===== config.mk =====
export PLATFORM = sky130hd
export DESIGN_NAME = spi_peripheral_flat
export DESIGN_NICKNAME = d
export VERILOG_FILES = /design/src/rtl/spi_pkg.sv /design/src/rtl/spi_peripheral_if.sv /design/src/rtl/spi_sync_edge.sv /design/src/rtl/spi_peripheral.sv /design/src/flat_wrapper.sv
export SDC_FILE = /design/constraint.sdc
export NUM_CORES = 1
export LEC_CHECK = 0
export ABC_AREA = 1
export BUFFER_PORTS_ARGS = -buffer_cell sky130_fd_sc_hd__buf_2
export CAP_MARGIN = 10
export CORE_UTILIZATION = 30
export DETAILED_ROUTE_END_ITERATION = 12
export GPL_ROUTABILITY_DRIVEN = 1
export PLACE_DENSITY = 0.53
export SETUP_SLACK_MARGIN = 0.3
export SKIP_LAST_GASP = 1
export SLEW_MARGIN = 20
export SYNTH_ARGS = -nofsm -noshare
export SYNTH_HDL_FRONTEND = slang
export SYNTH_SLANG_ARGS = --single-unit

===== constraint.sdc =====
create_clock -name sysclk -period 2.3 [get_ports sysclk]
set_input_delay 0.69 -clock sysclk [delete_from_list [all_inputs] [get_ports sysclk]]
set_output_delay 0.69 -clock sysclk [all_outputs]
set_load 0.02 [all_outputs]

===== src/rtl/spi_pkg.sv =====
// ============================================================================
// spi_pkg : shared constants and state type for the SPI peripheral
// Rev 1.0
// ============================================================================
`default_nettype none

package spi_pkg;

  localparam int SPI_WORD_W = 16;

  typedef enum logic [1:0] {
    ARMED  = 2'd0,
    IDLE   = 2'd1,
    ACTIVE = 2'd2
  } spi_per_state_t;

endpackage

`default_nettype wire


===== src/rtl/spi_peripheral_if.sv =====
// ============================================================================
// spi_peripheral_if : SPI pins plus local word interface of the peripheral
// Rev 1.0
// ============================================================================
`default_nettype none

interface spi_peripheral_if
  import spi_pkg::*;
#(
  parameter int DATA_WIDTH = SPI_WORD_W
);

  logic                  sclk;
  logic                  cs;
  logic                  mosi;
  logic                  miso;
  logic                  miso_oe;
  logic [DATA_WIDTH-1:0] tx_data;
  logic [DATA_WIDTH-1:0] rx_data;
  logic                  rx_valid;
  logic                  frame_err;
  logic                  busy;

  modport slave (
    input  sclk, cs, mosi, tx_data,
    output miso, miso_oe, rx_data, rx_valid, frame_err, busy
  );

  modport master (
    output sclk, cs, mosi, tx_data,
    input  miso, miso_oe, rx_data, rx_valid, frame_err, busy
  );

endinterface

`default_nettype wire


===== src/rtl/spi_sync_edge.sv =====
// ============================================================================
// spi_sync_edge : multi-flop pin synchronizer with rise/fall pulse outputs
// Rev 1.0
// ============================================================================
`default_nettype none

module spi_sync_edge #(
  parameter int   SYNC_STAGES = 2,
  parameter logic RESET_VAL   = 1'b0
) (
  input  logic clk,
  input  logic rst,
  input  logic din,
  output logic level,
  output logic rise,
  output logic fall
);

  logic [SYNC_STAGES-1:0] r_sync;
  logic                   r_prev;

  always_ff @(posedge clk or posedge rst) begin
    if (rst) begin
      r_sync <= {SYNC_STAGES{RESET_VAL}};
      r_prev <= RESET_VAL;
    end else begin
      r_sync <= {r_sync[SYNC_STAGES-2:0], din};
      r_prev <= r_sync[SYNC_STAGES-1];
    end
  end

  assign level = r_sync[SYNC_STAGES-1];
  assign rise  = level & ~r_prev;
  assign fall  = ~level & r_prev;

endmodule

`default_nettype wire


===== src/rtl/spi_peripheral.sv =====
// ============================================================================
// spi_peripheral : mode-0, MSB-first SPI slave, pins oversampled on sysclk
// Rev 1.0
// ============================================================================
`default_nettype none

module spi_peripheral
  import spi_pkg::*;
#(
  parameter int DATA_WIDTH  = SPI_WORD_W,
  parameter int SYNC_STAGES = 2
) (
  input  logic            sysclk,
  input  logic            rst,
  spi_peripheral_if.slave bus
);

  localparam int C_CNT_W = $clog2(DATA_WIDTH + 2);
  localparam int C_ARM_W = $clog2(SYNC_STAGES + 2);
  localparam logic [C_CNT_W-1:0] C_CNT_FULL = C_CNT_W'(DATA_WIDTH);
  localparam logic [C_CNT_W-1:0] C_CNT_SAT  = C_CNT_W'(DATA_WIDTH + 1);
  localparam logic [C_ARM_W-1:0] C_ARM_DONE = C_ARM_W'(SYNC_STAGES);

  logic w_sclk_level_unused, w_sclk_rise, w_sclk_fall;
  logic w_cs_level, w_cs_rise, w_cs_fall;
  logic w_mosi_level, w_mosi_rise_unused, w_mosi_fall_unused;

  spi_sync_edge #(.SYNC_STAGES(SYNC_STAGES), .RESET_VAL(1'b0)) u_sync_sclk (
    .clk(sysclk), .rst(rst), .din(bus.sclk),
    .level(w_sclk_level_unused), .rise(w_sclk_rise), .fall(w_sclk_fall)
  );

  spi_sync_edge #(.SYNC_STAGES(SYNC_STAGES), .RESET_VAL(1'b1)) u_sync_cs (
    .clk(sysclk), .rst(rst), .din(bus.cs),
    .level(w_cs_level), .rise(w_cs_rise), .fall(w_cs_fall)
  );

  spi_sync_edge #(.SYNC_STAGES(SYNC_STAGES), .RESET_VAL(1'b0)) u_sync_mosi (
    .clk(sysclk), .rst(rst), .din(bus.mosi),
    .level(w_mosi_level), .rise(w_mosi_rise_unused), .fall(w_mosi_fall_unused)
  );

  spi_per_state_t        r_state, w_state_nxt;
  logic [C_ARM_W-1:0]    r_arm_cnt, w_arm_cnt_nxt;
  logic [DATA_WIDTH-1:0] r_tx_sh, w_tx_sh_nxt;
  logic [DATA_WIDTH-1:0] r_rx_sh, w_rx_sh_nxt;
  logic [C_CNT_W-1:0]    r_bit_cnt, w_bit_cnt_nxt;
  logic [DATA_WIDTH-1:0] r_rx_data, w_rx_data_nxt;
  logic                  r_rx_valid, w_rx_valid_nxt;
  logic                  r_frame_err, w_frame_err_nxt;
  logic                  r_miso_oe, w_miso_oe_nxt;
  logic                  r_busy, w_busy_nxt;

  always_ff @(posedge sysclk or posedge rst) begin
    if (rst) begin
      r_state     <= ARMED;
      r_arm_cnt   <= '0;
      r_tx_sh     <= '0;
      r_rx_sh     <= '0;
      r_bit_cnt   <= '0;
      r_rx_data   <= '0;
      r_rx_valid  <= 1'b0;
      r_frame_err <= 1'b0;
      r_miso_oe   <= 1'b0;
      r_busy      <= 1'b0;
    end else begin
      r_state     <= w_state_nxt;
      r_arm_cnt   <= w_arm_cnt_nxt;
      r_tx_sh     <= w_tx_sh_nxt;
      r_rx_sh     <= w_rx_sh_nxt;
      r_bit_cnt   <= w_bit_cnt_nxt;
      r_rx_data   <= w_rx_data_nxt;
      r_rx_valid  <= w_rx_valid_nxt;
      r_frame_err <= w_frame_err_nxt;
      r_miso_oe   <= w_miso_oe_nxt;
      r_busy      <= w_busy_nxt;
    end
  end

  always_comb begin
    w_state_nxt     = r_state;
    w_arm_cnt_nxt   = r_arm_cnt;
    w_tx_sh_nxt     = r_tx_sh;
    w_rx_sh_nxt     = r_rx_sh;
    w_bit_cnt_nxt   = r_bit_cnt;
    w_rx_data_nxt   = r_rx_data;
    w_rx_valid_nxt  = 1'b0;
    w_frame_err_nxt = 1'b0;
    w_miso_oe_nxt   = r_miso_oe;
    w_busy_nxt      = r_busy;
    case (r_state)
      // The cs synchronizer starts at its reset level, so only trust a high cs
      // once every flop has been refilled from the pin.
      ARMED: begin
        if (!w_cs_level) begin
          w_arm_cnt_nxt = '0;
        end else if (r_arm_cnt == C_ARM_DONE) begin
          w_arm_cnt_nxt = '0;
          w_state_nxt   = IDLE;
        end else begin
          w_arm_cnt_nxt = r_arm_cnt + 1'b1;
        end
      end
      IDLE: begin
        if (w_cs_fall) begin
          w_state_nxt   = ACTIVE;
          w_tx_sh_nxt   = bus.tx_data;
          w_bit_cnt_nxt = '0;
          w_miso_oe_nxt = 1'b1;
          w_busy_nxt    = 1'b1;
        end
      end
      ACTIVE: begin
        if (w_cs_rise) begin
          w_state_nxt   = IDLE;
          w_tx_sh_nxt   = '0;
          w_miso_oe_nxt = 1'b0;
          w_busy_nxt    = 1'b0;
          if (r_bit_cnt == C_CNT_FULL) begin
            w_rx_data_nxt  = r_rx_sh;
            w_rx_valid_nxt = 1'b1;
          end else begin
            w_frame_err_nxt = 1'b1;
          end
        end else if (w_sclk_rise) begin
          w_rx_sh_nxt = {r_rx_sh[DATA_WIDTH-2:0], w_mosi_level};
          if (r_bit_cnt != C_CNT_SAT) begin
            w_bit_cnt_nxt = r_bit_cnt + 1'b1;
          end
        end else if (w_sclk_fall && (r_bit_cnt != '0)) begin
          w_tx_sh_nxt = {r_tx_sh[DATA_WIDTH-2:0], 1'b0};
        end
      end
      default: w_state_nxt = ARMED;
    endcase
  end

  // miso is the registered MSB of the transmit shifter, cleared outside frames
  assign bus.miso      = r_tx_sh[DATA_WIDTH-1];
  assign bus.miso_oe   = r_miso_oe;
  assign bus.rx_data   = r_rx_data;
  assign bus.rx_valid  = r_rx_valid;
  assign bus.frame_err = r_frame_err;
  assign bus.busy      = r_busy;

endmodule

`default_nettype wire

===== src/flat_wrapper.sv =====
// flat-port wrapper written by rule: the top's interface ports become plain ports
module spi_peripheral_flat import spi_pkg::*;
#(
  parameter int DATA_WIDTH  = SPI_WORD_W,
  parameter int SYNC_STAGES = 2
)
  (sysclk, rst, bus_sclk, bus_cs, bus_mosi, bus_tx_data, bus_miso, bus_miso_oe, bus_rx_data, bus_rx_valid, bus_frame_err, bus_busy);
  spi_peripheral_if #(.DATA_WIDTH(DATA_WIDTH)) bus_i ();
  input  logic sysclk;
  input  logic rst;
  input wire logic [$bits(bus_i.sclk)-1:0] bus_sclk;
  input wire logic [$bits(bus_i.cs)-1:0] bus_cs;
  input wire logic [$bits(bus_i.mosi)-1:0] bus_mosi;
  input wire logic [$bits(bus_i.tx_data)-1:0] bus_tx_data;
  output wire logic [$bits(bus_i.miso)-1:0] bus_miso;
  output wire logic [$bits(bus_i.miso_oe)-1:0] bus_miso_oe;
  output wire logic [$bits(bus_i.rx_data)-1:0] bus_rx_data;
  output wire logic [$bits(bus_i.rx_valid)-1:0] bus_rx_valid;
  output wire logic [$bits(bus_i.frame_err)-1:0] bus_frame_err;
  output wire logic [$bits(bus_i.busy)-1:0] bus_busy;
  assign bus_i.sclk = bus_sclk;
  assign bus_i.cs = bus_cs;
  assign bus_i.mosi = bus_mosi;
  assign bus_i.tx_data = bus_tx_data;
  assign bus_miso = bus_i.miso;
  assign bus_miso_oe = bus_i.miso_oe;
  assign bus_rx_data = bus_i.rx_data;
  assign bus_rx_valid = bus_i.rx_valid;
  assign bus_frame_err = bus_i.frame_err;
  assign bus_busy = bus_i.busy;
  spi_peripheral #(.DATA_WIDTH(DATA_WIDTH), .SYNC_STAGES(SYNC_STAGES)) u_core (.sysclk(sysclk), .rst(rst), .bus(bus_i));
endmodule

## Word-level counts from Yosys, hierarchy flattened

Cells that the tools add are included.

- $add $sub $neg: 2
- Equal/unequal tests: 14
- Multiplexer cells: 26
- Bitwise operators: 9
- Reductions and logical operators: 10

Operators with widths:

| cell | number |
|---|---|
| 16-bit 2-to-1 mux | 4 |
| 16-bit one-hot mux with 2 select lines | 1 |
| 5-bit 2-to-1 mux | 4 |
| 2-bit 2-to-1 mux | 6 |
| 2-bit inequality test (second input constant) | 5 |
| 5-bit one-hot mux with 2 select lines | 1 |
| 3-bit AND reduction | 3 |
| 1-bit 2-to-1 mux | 8 |
| 4-bit AND reduction | 2 |
| 2-bit one-hot mux with 3 select lines | 1 |
| 5-bit by 1-bit adder with 5-bit output (second input constant) | 1 |
| 5-bit == test (second input constant) | 1 |
| 5-bit inequality test (second input constant) | 1 |
| 1-bit NOT | 5 |
| 5-bit AND reduction | 1 |
| 5-bit nonzero test | 1 |
| 1-bit AND | 4 |
| 2-bit == test (second input constant) | 2 |
| 2-bit by 1-bit inequality test with 1-bit output (second input constant) | 2 |
| 3-bit by 2-bit inequality test with 1-bit output (second input constant) | 1 |
| 3-bit inequality test (second input constant) | 1 |
| 2-bit by 1-bit adder with 2-bit output (second input constant) | 1 |
| 2-bit by 1-bit == test with 1-bit output (second input constant) | 1 |
| 2-bit logical NOT | 1 |
| other kinds (3) | 3 |

- Flip-flop bits (word level): 68
- Input bits: 21
- Output and inout bits: 21

## Logic depth before layout (Yosys ltp)

Gate-level depths: netlist of the first run.

- Word-level depth: 7
- Mapped depth: 9
- Mapped depth without buffers: 9

## Hierarchy

Synthesis of the first run repeated with hierarchy kept, for this count alone.

- Cell total of the unflattened synthesis: 348
- Area, all modules: 3110.5 um^2

By module, submodules not included:

| module | instances | cells an instance | area an instance (um^2) | sequential area each (um^2) |
|---|---|---|---|---|
| spi_peripheral | 1 | 324 | 2825.2 | 1501.4 |
| spi_sync_edge at u_core.u_sync_mosi ... | 2 | 8 | 93.8 | 75.1 |
| spi_sync_edge at u_core.u_sync_cs | 1 | 8 | 97.6 | 78.8 |

## Least setup slack after synthesis of the first run

OpenSTA, ideal clock, no wires.

- Kind: register to register
- From: register u_core.u_sync_cs.r_prev
- To: register u_core.r_rx_sh[12]
- Setup time: 126 ps
- Data arrival time: 1275 ps
- Path slack: 899 ps
- Cell stages (with the launch flop): 8
- Buffers on the path: 2
- Clock period less this slack: 1401 ps
- Path through: dfstp_2 > inv_1 > nand2_2 > nand2_1 > nor2_2 > buf_4 > buf_4 > o21ai_0

- Cells in the longest elaborated chain, start to end: 4

RTL lines:

| element | RTL line | text |
|---|---|---|
| start: declaration | spi_sync_edge.sv:20 | `logic r_prev;` |
| start signal: assignment | spi_sync_edge.sv:28 | `r_prev <= r_sync[SYNC_STAGES-1];` |
| 1-bit NOT | spi_sync_edge.sv:33 | `assign rise = level & ~r_prev;` |
| 1-bit AND | spi_sync_edge.sv:33 |  |
| 1-bit NOT (no line) | n/a |  |
| 3-bit AND reduction (no line) | n/a |  |
| end signal: assignment | spi_peripheral.sv:70 | `r_rx_sh <= w_rx_sh_nxt;` |
| end: declaration | spi_peripheral.sv:46 | `logic [DATA_WIDTH-1:0] r_rx_sh, w_rx_sh_nxt;` |

Every way passes these cells.
A chain may end at the register's enable or synchronous reset.

## Worst setup path after layout of the first run

- From: register u_core.r_state[0]
- To: register u_core.r_bit_cnt[4]

- Cells in the longest elaborated chain, start to end: 3
- Elaborated cells between the ends (all ways): 9
- Those cells by class: 6 x eq/ne; 1 x mux; 2 x reduce/logical

RTL lines:

| element | RTL line | text |
|---|---|---|
| start: declaration | spi_peripheral.sv:43 | `spi_per_state_t r_state, w_state_nxt;` |
| start signal: assignment | spi_peripheral.sv:67 | `r_state <= w_state_nxt;` |
| 2-bit == test / 2-bit by 1-bit == test with 1-bit output (equally long branches) | spi_peripheral.sv:91 | `case (r_state)` |
| 2-bit by 1-bit inequality test with 1-bit output (no line), or another cell as far along | n/a |  |
| 5-bit AND reduction (no line) | n/a |  |
| end signal: assignment | spi_peripheral.sv:71 | `r_bit_cnt <= w_bit_cnt_nxt;` |
| end: declaration | spi_peripheral.sv:47 | `logic [C_CNT_W-1:0] r_bit_cnt, w_bit_cnt_nxt;` |

Parallel ways exist; a longest one is shown, timed or not.

==> reports/metrics.yaml, run 1 <==
yosys:
  synth-seq-area-share_pct: 57.88
  synth_seq_cells: 68
  synth_top_area_cell: "dfrtp_1"
  synth-async-reset-ratio_pct: 100.0
  synth_top_flop_cell: "dfrtp_1"
  syn_nets: 359
  ys_top_cells_by_count: "nand2_1 (102), dfrtp_1 (65), nand3_1 (42), inv_1 (34), o21ai_0 (21)"
  synthesis.area_um2: 2947
  synth_top_area_share_pct: 55.20
  yosysWarningCount: 0
  yosys-top-cells-area: "dfrtp_1 (55%), nand2_1 (13%), nand3_1 (7.1%)"
  syn_area_per_cell_um2: 8.796
  yosysMostFrequentCell: "nand2_1"
  synth-edff-count: 0
  synth_cell_types: 25
  syn_inst: 335
finish:
  stdcell_count: 513
  drive_gt1_share_pct: 20.05
  diodes: 0
  layout.nets: 403
  area_growth_pct: 19.24
sta:
  maxSlewHeadroom_pct: 65.91
  final.min_clock_period_ns: 1.737
  hold_viol: 0
  max_freq_ghz: 0.5757
  clock_skew_ns: 0.01046
  setup-tns-final_ns: 0
  tightest_slew_ns: 0.5103
  rsz0062_at_grt: "no"
  period_share_pct: 75.52
  setup_slack_ns: 0.5630
  final-max-slew-violation-count: 0
  final-setup-viol-count: 0
cts:
  cts_hold_buf: 0
  clk_pin_slew_ns: 0.08
  clock_tree.root_cell: "clkbuf_8"
  cts_tree: "yes"
  cts_made_buffers: 9
  cts_sinks: 68
  cts-resized-gates: 0
  clk-insertion-delay-late_ns: 0.34
  h-tree-depth: 3
  clockBufferDepth: 2
  post_cts_buffers: 0
critical_path:
  worst-path-max-fanout: 10
  end_kind: "register"
  path_class: "register to register"
  crit_required_ns: 2.58
  arrival_ns: 2.01
  start_kind: "register"
placed_design:
  placed_cells: 497
  dp_hpwl_mm: 3.838
  dp_slack_ns: 0.5864
  io_buffer_count: 41
  place_congestion: 0.7564
grt:
  track_usage_pct: 12.57
  grt_max_degree: 35
  antenna_found_initial: 0
  gr-total-overflow: 0
  grt_pass1_wl_mm: 9.880
  grt_pass1_vias: 2096
run:
  max_cap_violations: 0
drt:
  drc: 0
  drtPass1Iterations: 4
  wl_mm: 5.867
  detail_route.vias_per_cell: 4.318
  dr.first_iter.drc_count: 108
  wl_per_cell_um: 11.44
  antenna_left: 0
  vias: 2215
run_status:
  status: "complete, no violations"
pwr:
  max-vdd-ir-drop_v: 0.0003530
  p_leak_nw: 1.869
  power_density_nw_per_um2: 969.2
  p_total_mw: 3.405
floorplan:
  die_area_um2: 10220
  initial_utilization_pct: 31.44
  die_y_um: 101.1
  coreArea_um2: 9371
  die_w_um: 101.1
  num_rows: 35
  pin_count: 42
worst_hold_path:
  hold_path.class: "register to register"
[flip-flops by register name, indices dropped and copies added (netlist names)]
name / count
u_core.bus.busy: 1
u_core.bus.frame_err: 1
u_core.bus.rx_data: 16
u_core.bus.rx_valid: 1
u_core.r_arm_cnt: 2
u_core.r_bit_cnt: 5
u_core.r_rx_sh: 16
u_core.r_state: 2
u_core.r_tx_sh: 16
u_core.u_sync_cs.r_prev: 1
u_core.u_sync_cs.r_sync: 2
u_core.u_sync_mosi.r_sync: 2
u_core.u_sync_sclk.r_prev: 1
u_core.u_sync_sclk.r_sync: 2
[through the flow]
step / instance area, µm² / hold WS (ns) / utilization (%)
after floorplan: 2950 / 0.3312 / -
after global placement: 3274 / 0.3325 / 34.94
after detailed placement: 3274 / 0.3364 / 34.94
after CTS: 3513 / 0.3548 / 37.49
after global routing: 3513 / 0.3646 / 37.49
final: 3513 / 0.3509 / 37.49
[placed cells by master, fill, tap and decap left out, drive strengths merged]
cell type    n
xor2         3
a31oi        1
o21ai       21
nand2      107
nand4        1
nor2        23
dfrtp       65
dfstp        3
bufinv       3
clkbuf      10
buf         47
ha           3
clkinv       1
a21oi       15
nand3       43
clkinvlp     2
inv         35
o22ai        1
[cell type report]
type	count	area (µm²)
Fill cell	985	5858
Tap cell	129	161.4
Sequential cell	68	1705
Clock buffer	10	127.6
Inverter	35	135.1
Clock inverter	6	111.4
Multi-Input combinational cell	218	1010
Timing Repair Buffer	47	262.8
[report_power, final]
group	switching [mW]	leakage (nW)	internal, mW
Combinational	0.458	0.861	0.227
Clock	0.467	0.117	0.723
Sequential	0.123	0.892	1.41
Total	1.05	1.87	2.36
[layer usage]
metal  vias to the layer above  track usage, %  wire, µm  part of all wire, %
li1                       1140               -         -                    -
met5                         -               0         0                    0
met4                         0           5.351       110                  1.9
met3                        10           3.814       240                  4.1
met2                        35           17.63      2382                   41
met1                      1030           17.87      3133                   53
[critical path, cell delays in order (launching register included)]
cell	delay [ns]
dfrtp_1	0.40
nor2_2	0.26
nand2_1	0.18
nor2_2	0.32
nand2_1	0.22
inv_1	0.16
nand2_1	0.07
nand2_1	0.06
[worst paths after layout]
check                      slack (ns)  cells after the start                                endpoint                                    from
min in group asynchronous        0.38                      2      u_core.bus.rx_data[13]$_DFFE_PP0P_                                     rst
max in group asynchronous        1.30                      3       u_core.u_sync_cs.r_prev$_DFF_PP1_                                     rst
max                              0.56                      7         u_core.r_bit_cnt[4]$_DFFE_PP0P_           u_core.r_state[0]$_DFFE_PP0P_
max reg2reg                      0.56                      7         u_core.r_bit_cnt[4]$_DFFE_PP0P_           u_core.r_state[0]$_DFFE_PP0P_
min reg2reg                      0.35                      0  u_core.u_sync_mosi.r_sync[1]$_DFF_PP0_  u_core.u_sync_mosi.r_sync[0]$_DFF_PP0_
min                              0.35                      0  u_core.u_sync_mosi.r_sync[1]$_DFF_PP0_  u_core.u_sync_mosi.r_sync[0]$_DFF_PP0_
[logic make-up (layout without fill, tap and decap cells)]
family / after synthesis / in the layout / synth area share, %
AOI/OAI and AO/OA: 38 / 38 / 6.667
xor gates and xnor gates: 3 / 3 / 0.8919
adders and majority gates: 3 / 3 / 1.274
buffers and inverters: 49 / 98 / 7.855
DFF: 68 / 68 / 57.88
and+or+nand+nor: 174 / 174 / 25.44
(Power assumes the default switching activity.)
==> run 2: changes to the inputs <==
Clock period 2.3 ns to 1.5 ns, I/O delays scaled along.
==> reports/metrics.yaml, run 2 (synthesized netlist as in run 1, its figures left out) <==
sta:
  maxSlewHeadroom_pct: 83.90  # +18 points
  clock_skew_ns: 0.007024  # -0.003431 ns
  hold_viol: 0  # unchanged
  final-setup-viol-count: 0  # unchanged
  period_share_pct: 97.51  # +22 points
  rsz0062_at_grt: "yes"
  timing.hold.ws_ns: 0.2059  # -0.1450 ns
  final.min_clock_period_ns: 1.463  # -0.2744 ns
  final-max-slew-violation-count: 0  # unchanged
  max_freq_ghz: 0.6837  # +19%
  setup_slack_ns: 0.03736  # -0.5256 ns
  tightest_slew_ns: 0.2415  # -0.2688 ns
finish:
  layout_common_cells: "nand2_1 (93), dfrtp_1 (64), buf_4 (43), nand3_1 (38), inv_1 (26)"
  multi_input_area_um2: 1344  # +33%
  fill_cells: 906  # -8.0%
  area_growth_pct: 55.75
  final_common_cell: "nand2_1"
  stdcell_count: 568  # +11%
  seqCellArea_um2: 1707  # about the same
  layout.nets: 458  # +14%
  diodes: 0  # unchanged
  drive_gt1_share_pct: 42.37  # +22 points
critical_path:
  cpPeakStageDelay_ns: 0.57  # +0.17 ns
  arrival_ns: 1.73  # -0.28 ns
  cp_num_buf_inv: 3  # +2
  path_class: "register to register"
  path_cells: "inv_2 -> nand2_4 -> nand2_4 -> nor2_4 -> buf_4 -> clkbuf_16 -> nand2_1 -> o21ai_0"
  slowest_stage: "dfstp_2"
  worst-path-max-fanout: 7  # -3
  path_delay_family: "flip-flops"
  crit_path_frequent_cell: "nand2_4"
  end_kind: "register"
  start_kind: "register"
  rrSetupSlack_ns: 0.04  # -0.53 ns
  crit_required_ns: 1.76  # -0.82 ns
worst_hold_path:
  hold_path.class: "input pin to register"
cts:
  clk_pin_slew_ns: 0.08  # about the same
  clk-insertion-delay-late_ns: 0.34  # about the same
  cts_tree: "yes"
  clockBufferDepth: 2  # unchanged
  h-tree-depth: 3  # unchanged
  clock_tree.root_cell: "clkbuf_8"
  cts_sinks: 68  # unchanged
  cts_made_buffers: 9  # unchanged
grt:
  grt_pass1_vias: 2466  # +18%
  grt_max_degree: 36  # +2.9%
  gr-total-overflow: 0  # unchanged
  antenna_found_initial: 0  # unchanged
  track_usage_pct: 14.50  # +1.9 points
  grt_pass1_wl_mm: 11.51  # +16%
pwr:
  power_density_nw_per_um2: 1258  # +30%
  p_leak_nw: 2.363  # +26%
  p_total_mw: 5.775  # +70%
  max-vdd-ir-drop_v: 0.0008215  # +130%
drt:
  drtPass1Iterations: 5  # +1
  antenna_left: 0  # unchanged
  wl_per_cell_um: 12.57  # +9.9%
  detail_route.vias_per_cell: 4.454  # +3.2%
  dr.first_iter.drc_count: 92  # -15%
  drc: 0  # unchanged
  vias: 2530  # +14%
  wl_mm: 7.137  # +22%
placed_design:
  placed_cells: 505  # +1.6%
  dp_hpwl_mm: 3.946  # +2.8%
  place_congestion: 0.7246  # -4.2%
  dp_slack_ns: 0.02653  # -0.5599 ns
  io_buffer_count: 41  # unchanged
run:
  max_cap_violations: 0  # unchanged
floorplan:
  coreArea_um2: 9371  # unchanged
  initial_utilization_pct: 31.44  # unchanged
  die_area_um2: 10220  # unchanged
  num_rows: 35  # unchanged
  die_y_um: 101.1  # unchanged
  pin_count: 42  # unchanged
  die_w_um: 101.1  # unchanged
run_status:
  status: "complete, no violations"
run 2: changes by cell type in the layout (fill, tap and decap cells not counted), sizes merged:
| cell | change |
|---|---|
| clkbuf | +2 |
| clkinv | +2 |
| inv | -1 |
| dlygate4sd3 | +1 |
| buf | +51 |
| clkinvlp | -1 |
| nand2 | +1 |
run 2: path summary, 6_finish.rpt:
path	startpoint	end	depth (start not counted)
hold / removal	bus_cs	u_core.u_sync_cs.r_sync[0]$_DFF_PP1_	1
max in group asynchronous	rst	u_core.u_sync_cs.r_sync[0]$_DFF_PP1_	4
setup reg to reg	u_core.u_sync_cs.r_prev$_DFF_PP1_	u_core.r_rx_sh[9]$_DFFE_PP0P_	8
setup / recovery	u_core.u_sync_cs.r_prev$_DFF_PP1_	u_core.r_rx_sh[9]$_DFFE_PP0P_	8
min in group asynchronous	rst	u_core.u_sync_mosi.r_sync[0]$_DFF_PP0_	3
hold reg to reg	u_core.u_sync_mosi.r_sync[0]$_DFF_PP0_	u_core.u_sync_mosi.r_sync[1]$_DFF_PP0_	0
run 2: repair_timing:
item / CTS / global route
endpoints found under the setup margin: 76 / 77
gates resized for setup: 88 / 53
pin swaps: 4 / 6
hold buffers: 1 / 0
hold endpoints to repair: 1 / 0
setup buffers: 24 / 16
cloned: 3 / 3
run 2: worst register-to-register path: stages, from the launching register on:
cell and delay [ns]:
dfstp_2 0.57, inv_2 0.05, nand2_4 0.06, nand2_4 0.07
nor2_4 0.20, buf_4 0.17, clkbuf_16 0.14, nand2_1 0.05
o21ai_0 0.07
run 2: report_power, final:
group	switching, mW	total [mW]	leakage [nW]	internal (mW)
Combinational	0.881	1.60	1.35	0.718
Clock	0.711	1.82	0.120	1.11
Sequential	0.198	2.36	0.890	2.16
run 2: layout make-up:
cell class	count	area share, %
well taps	129	3.517
flip-flops and latches	68	37.19
inverters	35	3.162
repair buffers	101	21.62
clock inverters	6	2.454
multi-input cells	219	29.28
clock buffers	10	2.781
run 2: layer usage:
metal | vias up | wire length, µm | global-route usage, %
met2 | 56 | 3675 | 24.23
li1 | 1263 | - | -
met3 | 8 | 279 | 4.022
met1 | 1203 | 3098 | 18.15
met4 | 0 | 83 | 4.682
met5 | - | 0 | 0
run 2: through the flow:
step	utilization (%)	area (µm²)	setup TNS [ns]
2_1_floorplan	-	2998	0
3_3_place_gp	36.41	3412	0
3_5_place_dp	36.41	3412	0
4_1_cts	45.23	4239	0
5_1_grt	48.97	4589	-0.4498
6_report	48.97	4589	0
